### src/rtl/spi_cmd_pkg.sv
// Shared constants for the SPI command controller: opcodes, FSM state encoding
// and the bit positions of the status byte returned by a STATUS read.
package spi_cmd_pkg;

  localparam logic [2:0] OP_WR_DIVR = 3'b001;
  localparam logic [2:0] OP_WR_DIVF = 3'b010;
  localparam logic [2:0] OP_STREAM  = 3'b011;
  localparam logic [2:0] OP_STATUS  = 3'b100;

  typedef enum logic [2:0] {
    IDLE    = 3'd0,
    CMD     = 3'd1,
    WR_DIVR = 3'd2,
    WR_DIVF = 3'd3,
    STREAM  = 3'd4,
    STATUS  = 3'd5,
    DRAIN   = 3'd6
  } state_t;

  localparam int STAT_FULL_BIT  = 7;
  localparam int STAT_EMPTY_BIT = 6;
  localparam int STAT_OVF_BIT   = 5;

endpackage

### src/rtl/spi_cmd_ctrl_if.sv
// Pin bundle between the SPI command controller and its environment
// (SPI host pins, TX FIFO side, frequency-synth divider registers).
interface spi_cmd_ctrl_if
  import spi_cmd_pkg::*;
#(
  parameter int CH_W       = 2,
  parameter int FIFO_CNT_W = 12
);
  logic                  SCK;
  logic                  MOSI;
  logic                  SSEL;
  logic                  MISO;
  logic [FIFO_CNT_W-1:0] fifo_space_free;
  logic                  fifo_empty;
  logic                  fifo_full;
  logic [7:0]            fifo_data_in;
  logic                  fifo_wr;
  logic [7:0]            freq_data;
  logic [CH_W-1:0]       freq_ch;
  logic                  freq_wr_divr;
  logic                  freq_wr_divf;
  logic                  busy;
  state_t                dbg_state;

  // fifo_wr, freq_wr_divr and freq_wr_divf are one-clk strobes with no
  // back-pressure: the data beside each strobe is valid in the strobe cycle
  // and the receiver must accept it then.
  modport slave (
    input  SCK, MOSI, SSEL, fifo_space_free, fifo_empty, fifo_full,
    output MISO, fifo_data_in, fifo_wr, freq_data, freq_ch,
           freq_wr_divr, freq_wr_divf, busy, dbg_state
  );

  modport master (
    output SCK, MOSI, SSEL, fifo_space_free, fifo_empty, fifo_full,
    input  MISO, fifo_data_in, fifo_wr, freq_data, freq_ch,
           freq_wr_divr, freq_wr_divf, busy, dbg_state
  );
endinterface

### src/rtl/spi_byte_if.sv
// SPI mode-0 byte engine: pin synchronisers, SCK edge detect, bit counter,
// MOSI shift-in with a one-clk byte strobe, and the MISO shift-out register.
module spi_byte_if #(
  parameter int SYNC_STAGES = 2
) (
  input  logic       clk,
  input  logic       rst_n,
  input  logic       sck,
  input  logic       mosi,
  input  logic       ssel,
  input  logic [7:0] tx_next,
  output logic [7:0] rx_byte,
  output logic       byte_stb,
  output logic       ssel_s,
  output logic       ssel_fall,
  output logic       miso
);

  logic [SYNC_STAGES-1:0] sck_sync;
  logic [SYNC_STAGES-1:0] mosi_sync;
  logic [SYNC_STAGES-1:0] ssel_sync;
  logic                   sck_q;
  logic                   ssel_q;
  logic                   sck_s;
  logic                   mosi_s;
  logic                   sck_rise;
  logic                   sck_fall;
  logic [2:0]             bit_cnt;
  logic [7:0]             rx_shift;
  logic [7:0]             tx_shift;

  assign sck_s     = sck_sync[SYNC_STAGES-1];
  assign mosi_s    = mosi_sync[SYNC_STAGES-1];
  assign ssel_s    = ssel_sync[SYNC_STAGES-1];
  assign sck_rise  = sck_s & ~sck_q;
  assign sck_fall  = ~sck_s & sck_q;
  assign ssel_fall = ssel_q & ~ssel_s;
  assign miso      = tx_shift[7];

  always_ff @(posedge clk or negedge rst_n) begin
    if (!rst_n) begin
      sck_sync  <= '0;
      mosi_sync <= '0;
      ssel_sync <= '0;
      sck_q     <= 1'b0;
      ssel_q    <= 1'b0;
    end else begin
      sck_sync  <= {sck_sync[SYNC_STAGES-2:0], sck};
      mosi_sync <= {mosi_sync[SYNC_STAGES-2:0], mosi};
      ssel_sync <= {ssel_sync[SYNC_STAGES-2:0], ssel};
      sck_q     <= sck_s;
      ssel_q    <= ssel_s;
    end
  end

  always_ff @(posedge clk or negedge rst_n) begin
    if (!rst_n) begin
      bit_cnt  <= 3'd0;
      rx_shift <= 8'h00;
      rx_byte  <= 8'h00;
      byte_stb <= 1'b0;
      tx_shift <= 8'h00;
    end else if (ssel_s) begin
      // Deselect throws away any partial byte in both directions.
      bit_cnt  <= 3'd0;
      rx_shift <= 8'h00;
      byte_stb <= 1'b0;
      tx_shift <= 8'h00;
    end else begin
      byte_stb <= 1'b0;
      if (sck_rise) begin
        rx_shift <= {rx_shift[6:0], mosi_s};
        bit_cnt  <= bit_cnt + 3'd1;
        if (bit_cnt == 3'd7) begin
          rx_byte  <= {rx_shift[6:0], mosi_s};
          byte_stb <= 1'b1;
        end
      end
      // The falling edge after the 8th rise is the byte boundary: the next
      // tx byte is already loaded and its MSB must stay on the pin.
      if (byte_stb) begin
        tx_shift <= tx_next;
      end else if (sck_fall && bit_cnt != 3'd0) begin
        tx_shift <= {tx_shift[6:0], 1'b0};
      end
    end
  end

endmodule

### src/rtl/spi_cmd_ctrl.sv
// SPI-slave command controller: decodes divider writes, FIFO streaming and
// status readback. Optional sticky overflow flag: define SPI_OVF_FLAG_EN.
module spi_cmd_ctrl
  import spi_cmd_pkg::*;
#(
  parameter int NUM_CH      = 4,
  parameter int CH_W        = 2,
  parameter int FIFO_CNT_W  = 12,
  parameter int SYNC_STAGES = 2
) (
  input  logic           clk,
  input  logic           rst,
  spi_cmd_ctrl_if.slave  bus
);

  state_t          state;
  state_t          state_n;
  logic [7:0]      rx_byte;
  logic [7:0]      tx_next;
  logic            byte_stb;
  logic            ssel_s;
  logic            ssel_fall;
  logic [2:0]      opcode;
  logic            ch_ok;
  logic [CH_W-1:0] cmd_ch;
  logic [1:0]      stat_idx;
  logic [15:0]     space16;
  logic [15:0]     space_snap;
  logic [7:0]      status_byte;
  logic            ovf;
  logic            do_divr;
  logic            do_divf;
  logic            do_wr;
  logic            load_cmd;
  logic            take_snap;

  spi_byte_if #(.SYNC_STAGES(SYNC_STAGES)) u_byte (
    .clk       (clk),
    .rst_n     (rst),
    .sck       (bus.SCK),
    .mosi      (bus.MOSI),
    .ssel      (bus.SSEL),
    .tx_next   (tx_next),
    .rx_byte   (rx_byte),
    .byte_stb  (byte_stb),
    .ssel_s    (ssel_s),
    .ssel_fall (ssel_fall),
    .miso      (bus.MISO)
  );

  assign opcode = rx_byte[7:5];
  assign ch_ok  = (int'(rx_byte[4:0]) < NUM_CH);

  generate
    if (FIFO_CNT_W >= 16) begin : g_space_trunc
      assign space16 = bus.fifo_space_free[15:0];
    end else begin : g_space_ext
      assign space16 = {{(16-FIFO_CNT_W){1'b0}}, bus.fifo_space_free};
    end
  endgenerate

`ifdef SPI_OVF_FLAG_EN
  // Sticky until a STATUS transaction has been read out and closed.
  always_ff @(posedge clk or negedge rst) begin
    if (!rst) begin
      ovf <= 1'b0;
    end else if (state == STREAM && byte_stb && bus.fifo_full) begin
      ovf <= 1'b1;
    end else if (state == STATUS && ssel_s) begin
      ovf <= 1'b0;
    end
  end
`else
  assign ovf = 1'b0;
`endif

  always_comb begin
    status_byte                 = 8'h00;
    status_byte[STAT_FULL_BIT]  = bus.fifo_full;
    status_byte[STAT_EMPTY_BIT] = bus.fifo_empty;
    status_byte[STAT_OVF_BIT]   = ovf;
  end

  always_comb begin
    state_n   = state;
    tx_next   = 8'h00;
    do_divr   = 1'b0;
    do_divf   = 1'b0;
    do_wr     = 1'b0;
    load_cmd  = 1'b0;
    take_snap = 1'b0;
    case (state)
      IDLE: if (ssel_fall) state_n = CMD;
      CMD: begin
        if (byte_stb) begin
          load_cmd = 1'b1;
          case (opcode)
            OP_WR_DIVR: state_n = ch_ok ? WR_DIVR : DRAIN;
            OP_WR_DIVF: state_n = ch_ok ? WR_DIVF : DRAIN;
            OP_STREAM:  state_n = STREAM;
            OP_STATUS: begin
              state_n   = STATUS;
              tx_next   = status_byte;
              take_snap = 1'b1;
            end
            default:    state_n = DRAIN;
          endcase
        end
      end
      WR_DIVR: begin
        if (byte_stb) begin
          do_divr = 1'b1;
          state_n = DRAIN;
        end
      end
      WR_DIVF: begin
        if (byte_stb) begin
          do_divf = 1'b1;
          state_n = DRAIN;
        end
      end
      STREAM: if (byte_stb) do_wr = ~bus.fifo_full;
      STATUS: begin
        if (byte_stb) begin
          case (stat_idx)
            2'd0:    tx_next = space_snap[15:8];
            2'd1:    tx_next = space_snap[7:0];
            default: tx_next = 8'h00;
          endcase
        end
      end
      default: ;
    endcase
    // A byte completing in the deselect cycle is still acted on above.
    if (ssel_s) state_n = IDLE;
  end

  always_ff @(posedge clk or negedge rst) begin
    if (!rst) begin
      state            <= IDLE;
      cmd_ch           <= '0;
      stat_idx         <= 2'd0;
      space_snap       <= 16'h0000;
      bus.fifo_data_in <= 8'h00;
      bus.fifo_wr      <= 1'b0;
      bus.freq_data    <= 8'h00;
      bus.freq_ch      <= '0;
      bus.freq_wr_divr <= 1'b0;
      bus.freq_wr_divf <= 1'b0;
    end else begin
      state            <= state_n;
      bus.fifo_wr      <= do_wr;
      bus.freq_wr_divr <= do_divr;
      bus.freq_wr_divf <= do_divf;
      if (do_wr) bus.fifo_data_in <= rx_byte;
      if (do_divr || do_divf) begin
        bus.freq_data <= rx_byte;
        bus.freq_ch   <= cmd_ch;
      end
      if (load_cmd)  cmd_ch     <= rx_byte[CH_W-1:0];
      if (take_snap) space_snap <= space16;
      if (state == CMD) begin
        stat_idx <= 2'd0;
      end else if (state == STATUS && byte_stb && stat_idx != 2'd3) begin
        stat_idx <= stat_idx + 2'd1;
      end
    end
  end

  assign bus.busy      = (state != IDLE);
  assign bus.dbg_state = state;

endmodule
### src/flat_wrapper.sv
// flat-port wrapper written by rule: the top's interface ports become plain ports
module spi_cmd_ctrl_flat import spi_cmd_pkg::*;
#(
  parameter int NUM_CH      = 4,
  parameter int CH_W        = 2,
  parameter int FIFO_CNT_W  = 12,
  parameter int SYNC_STAGES = 2
)
  (clk, rst, bus_SCK, bus_MOSI, bus_SSEL, bus_fifo_space_free, bus_fifo_empty, bus_fifo_full, bus_MISO, bus_fifo_data_in, bus_fifo_wr, bus_freq_data, bus_freq_ch, bus_freq_wr_divr, bus_freq_wr_divf, bus_busy, bus_dbg_state);
  spi_cmd_ctrl_if #(.CH_W(CH_W), .FIFO_CNT_W(FIFO_CNT_W)) bus_i ();
  input  logic clk;
  input  logic rst;
  input wire logic [$bits(bus_i.SCK)-1:0] bus_SCK;
  input wire logic [$bits(bus_i.MOSI)-1:0] bus_MOSI;
  input wire logic [$bits(bus_i.SSEL)-1:0] bus_SSEL;
  input wire logic [$bits(bus_i.fifo_space_free)-1:0] bus_fifo_space_free;
  input wire logic [$bits(bus_i.fifo_empty)-1:0] bus_fifo_empty;
  input wire logic [$bits(bus_i.fifo_full)-1:0] bus_fifo_full;
  output wire logic [$bits(bus_i.MISO)-1:0] bus_MISO;
  output wire logic [$bits(bus_i.fifo_data_in)-1:0] bus_fifo_data_in;
  output wire logic [$bits(bus_i.fifo_wr)-1:0] bus_fifo_wr;
  output wire logic [$bits(bus_i.freq_data)-1:0] bus_freq_data;
  output wire logic [$bits(bus_i.freq_ch)-1:0] bus_freq_ch;
  output wire logic [$bits(bus_i.freq_wr_divr)-1:0] bus_freq_wr_divr;
  output wire logic [$bits(bus_i.freq_wr_divf)-1:0] bus_freq_wr_divf;
  output wire logic [$bits(bus_i.busy)-1:0] bus_busy;
  output wire logic [$bits(bus_i.dbg_state)-1:0] bus_dbg_state;
  assign bus_i.SCK = bus_SCK;
  assign bus_i.MOSI = bus_MOSI;
  assign bus_i.SSEL = bus_SSEL;
  assign bus_i.fifo_space_free = bus_fifo_space_free;
  assign bus_i.fifo_empty = bus_fifo_empty;
  assign bus_i.fifo_full = bus_fifo_full;
  assign bus_MISO = bus_i.MISO;
  assign bus_fifo_data_in = bus_i.fifo_data_in;
  assign bus_fifo_wr = bus_i.fifo_wr;
  assign bus_freq_data = bus_i.freq_data;
  assign bus_freq_ch = bus_i.freq_ch;
  assign bus_freq_wr_divr = bus_i.freq_wr_divr;
  assign bus_freq_wr_divf = bus_i.freq_wr_divf;
  assign bus_busy = bus_i.busy;
  assign bus_dbg_state = bus_i.dbg_state;
  spi_cmd_ctrl #(.NUM_CH(NUM_CH), .CH_W(CH_W), .FIFO_CNT_W(FIFO_CNT_W), .SYNC_STAGES(SYNC_STAGES)) u_core (.clk(clk), .rst(rst), .bus(bus_i));
endmodule
### config.mk
export PLATFORM = sky130hd
export DESIGN_NAME = spi_cmd_ctrl_flat
export DESIGN_NICKNAME = d
export VERILOG_FILES = /design/src/rtl/spi_cmd_pkg.sv /design/src/rtl/spi_cmd_ctrl_if.sv /design/src/rtl/spi_byte_if.sv /design/src/rtl/spi_cmd_ctrl.sv /design/src/flat_wrapper.sv
export SDC_FILE = /design/constraint.sdc
export NUM_CORES = 1
export LEC_CHECK = 0
export CORE_UTILIZATION = 54
export DETAILED_ROUTE_END_ITERATION = 16
export PLACE_DENSITY_LB_ADDON = 0.1
export SLEW_MARGIN = 20
export SYNTH_ARGS = -nofsm -noshare
export SYNTH_HDL_FRONTEND = slang
export SYNTH_SLANG_ARGS = --single-unit
### constraint.sdc
create_clock -name clk -period 2.03 [get_ports clk]
set_clock_uncertainty 0.15 [all_clocks]
set_input_delay 0.3045 -clock clk [delete_from_list [all_inputs] [get_ports clk]]
set_output_delay 0.3045 -clock clk [all_outputs]
set_load 0.1 [all_outputs]
==> impl_metrics.ini <==
[clocking]
clk_pin_slew_ns = 0.07
clock_latency_ns = 0.34
cts_made_buffers = 9
clock_sinks = 75
clk_path_buf_depth = 2
cts_root_buf = clkbuf_8
cts_tree = done
h-tree-depth = 3

[power]
peakVddDrop_uv = 568
powerDensity_nw_per_um2 = 708
power.leakage_nw = 1.83

[timing]
hold_violations = 0
tns_ns = 0
hold_slack_ns = 0.200
worst_pin_slew_ns = 0.410
finalSetupViolCount = 0
timing.final.crit_share_pct = 94.9
fin_crit_ns = 1.93
rsz0062_at_grt = false
maxSlewViolCount = 0
slew_headroom_pct = 72.6
fmax_mhz = 519

[die]
fp.coreArea_sq_um = 5540
start_util_pct = 56.2
io_pins = 45
die_y_um = 78.0
die_area_sq_um = 6080
rows = 27
die_x_um = 78.0

[placement]
dpl_cell_area_sq_um = 3670
port_buffers = 44
hpwl_um = 3820
placed_cells = 351
routabilityCongestion = 0.759

[route]
drt_iter0_markers = 141
firstDrtPassIters = 4
wirelength_um = 5600
post-route-drc-count = 0
wl_per_cell_um = 15.3
vias = 1995
viasPerCell = 5.45
ant_nets = 0

[layout]
mostFrequentLayoutCells = dfrtp_1, mux2_2, buf_4
final_common_cell = dfrtp_1
fin_util_pct = 69.7
finalInstanceArea_sq_um = 3860
num-fill-cells = 404
syn_to_final_growth_pct = 23.9
layout.nets = 315
num_antenna_cells = 0
layoutNonFillerInstCount = 366
drive_gt1_share_pct = 34.0

[worst_setup_path]
cp_slowest_stage_delay_ns = 0.40
startpoint_type = flop
path_cells = buf_4 > or3_4 > buf_12
crit_path_end_kind = output port
worstSetupPathType = flop to output port
worstPathRequired_ns = 1.58
crit_slowest_cell = dfrtp_2
critPathArrivalTime_ns = 1.47
path_max_fanout = 7

[logic_synthesis]
synth_top_family_by_area = multiplexers
synth_area_per_cell_sq_um = 13.3
synth_compound_area_share_pct = 9.20
synth.distinct_cells = 36
syn_nets = 259
yosys.area_share.simple_pct = 8.15
synth_mux_area_share_pct = 15.8
synth_fa_ha_area_share_pct = 2.41
synth-xor-area-share_pct = 0.562
yosysSeqAreaShare_pct = 60.2
synthCells = 234
ys.warnings.count = 0
synth_seq_cells = 75
syn_area_sq_um = 3120

[global_route]
grt_pass1_wl_um = 9550
antenna_found_initial = 0
grtUsageTotal_pct = 20.8
grt_pass1_vias = 2039
grt_max_degree = 76
grt.overflow.total = 0

[run]
drv_cap = 0

[hold_path]
hold_class = flop to flop

[outcome]
outcome = finished clean
repair_timing:
| action | 4_1_cts | 5_1_grt |
|---|---|---|
| setup buffers | 0 | 0 |
| hold endpoints to repair | 75 | 0 |
| endpoints found under the setup margin | 1 | 1 |
| gates resized for setup | 1 | 0 |
| pin swaps | 0 | 0 |
| hold buffers | 1 | 0 |
critical path, delay by kind of cell (launching register included):
kind | cells | cell delay (ns)
simple gates | 1 | 0.40
flops | 1 | 0.40
buf+inv | 2 | 0.33
state kept, by name, indices dropped and copies added (netlist names):
| name | count |
|---|---|
| u_core.u_byte.rx_shift | 7 |
| u_core.bus.freq_wr_divr | 1 |
| u_core.bus.freq_data | 8 |
| u_core.u_byte.rx_byte | 8 |
| u_core.bus.fifo_data_in | 8 |
| u_core.u_byte.ssel_sync | 2 |
| u_core.u_byte.sck_sync | 2 |
| u_core.bus.freq_ch | 2 |
| u_core.u_byte.mosi_sync | 2 |
| u_core.bus.fifo_wr | 1 |
| u_core.u_byte.sck_q | 1 |
| u_core.bus.dbg_state | 3 |
| u_core.stat_idx | 2 |
| u_core.u_byte.ssel_q | 1 |
| u_core.u_byte.tx_shift | 8 |
| u_core.bus.freq_wr_divf | 1 |
| u_core.u_byte.byte_stb | 1 |
| u_core.cmd_ch | 2 |
| u_core.u_byte.bit_cnt | 3 |
| u_core.space_snap | 12 |
stage by stage:
stage	power (mW)	worst slack, ns
6_report	2.73	0.103
4_1_cts	2.77	0.0139
3_5_place_dp	1.70	0.156
2_1_floorplan	1.60	-0.0394
5_1_grt	2.84	0.0529
3_3_place_gp	1.70	0.186
per-layer routing:
| metal | global-route usage (%) | up-vias | routed length (um) |
|---|---|---|---|
| met3 | 6.24 | 4 | 247 |
| met1 | 26.4 | 1007 | 2570 |
| li1 | - | 939 | - |
| met4 | 5.56 | 0 | 37 |
| met5 | 0 | - | 0 |
| met2 | 34.8 | 45 | 2750 |
synth_stat cells:
cell        n  share of area (%)
nand2b_1    3               0.60
a211oi_1    2               0.48
ha_1        6                2.4
o221ai_1    2               0.56
o31a_1      1               0.28
inv_1       9                1.1
xnor2_1     2               0.56
dfrtp_1    75                 60
a21oi_1    12                1.9
nor2_1      9                1.1
o2bb2ai_1   3               0.84
nand2_1    26                3.1
nor3b_1     1               0.24
or4b_1      1               0.32
nand4b_1    1               0.28
and4bb_2    1               0.40
mux2_4      8                3.9
o31ai_1     1               0.24
buf_2       2               0.32
o31a_2      1               0.32
or3_1       2               0.40
a2bb2oi_1   1               0.28
and3_1      1               0.20
nand3b_1    1               0.24
o21ai_0     2               0.32
mux2_2     33                 12
nor2b_1     2               0.40
buf_6       2               0.72
a22oi_1     7                1.7
nand3_1     1               0.16
nor4_4      1               0.68
buf_12      1               0.64
a22o_1      8                2.2
clkbuf_2    1               0.16
buf_4       1               0.24
clkbuf_1    4               0.48
report_power, final:
group | switching [mW] | leakage [nW] | internal (mW)
clock network | 0.506 | 0.0881 | 0.557
logic | 0.0851 | 0.717 | 0.0634
registers | 0.0137 | 1.02 | 1.51
total | 0.604 | 1.83 | 2.13
cells by family (layout without fill, tap and decap cells):
kind of cell / count (synthesis) / count (layout)
buf+inv: 20 / 80
compound gates: 40 / 40
xor+xnor: 2 / 2
flops: 75 / 75
fa+ha+maj: 6 / 6
mux: 41 / 41
simple gates: 50 / 50
area by class of cell:
| type | count | area (sq um) | area share, % |
|---|---|---|---|
| clock buffers | 10 | 128 | 3.31 |
| clock inverters | 5 | 55.1 | 1.43 |
| inverters | 9 | 33.8 | 0.875 |
| multi-input cells | 139 | 1130 | 29.3 |
| flip-flops and latches | 75 | 1890 | 48.8 |
| well taps | 72 | 90.1 | 2.33 |
| repair buffers | 56 | 538 | 13.9 |
worst paths after layout:
check / start / endpoint / slack [ns] / cells after the start
hold / removal: u_core.u_byte.ssel_sync[0] / u_core.u_byte.ssel_sync[1] / 0.20 / 0
hold reg to reg: u_core.u_byte.ssel_sync[0] / u_core.u_byte.ssel_sync[1] / 0.20 / 0
setup reg to reg: u_core.bus.dbg_state[1] / u_core.space_snap[0] / 0.15 / 4
min in group asynchronous: rst / u_core.space_snap[3] / 0.37 / 3
max in group asynchronous: rst / u_core.bus.dbg_state[1] / 1.03 / 3
setup / recovery: u_core.bus.dbg_state[2] / bus_busy / 0.10 / 3
No activity file was read; power rests on OpenSTA's default activity.
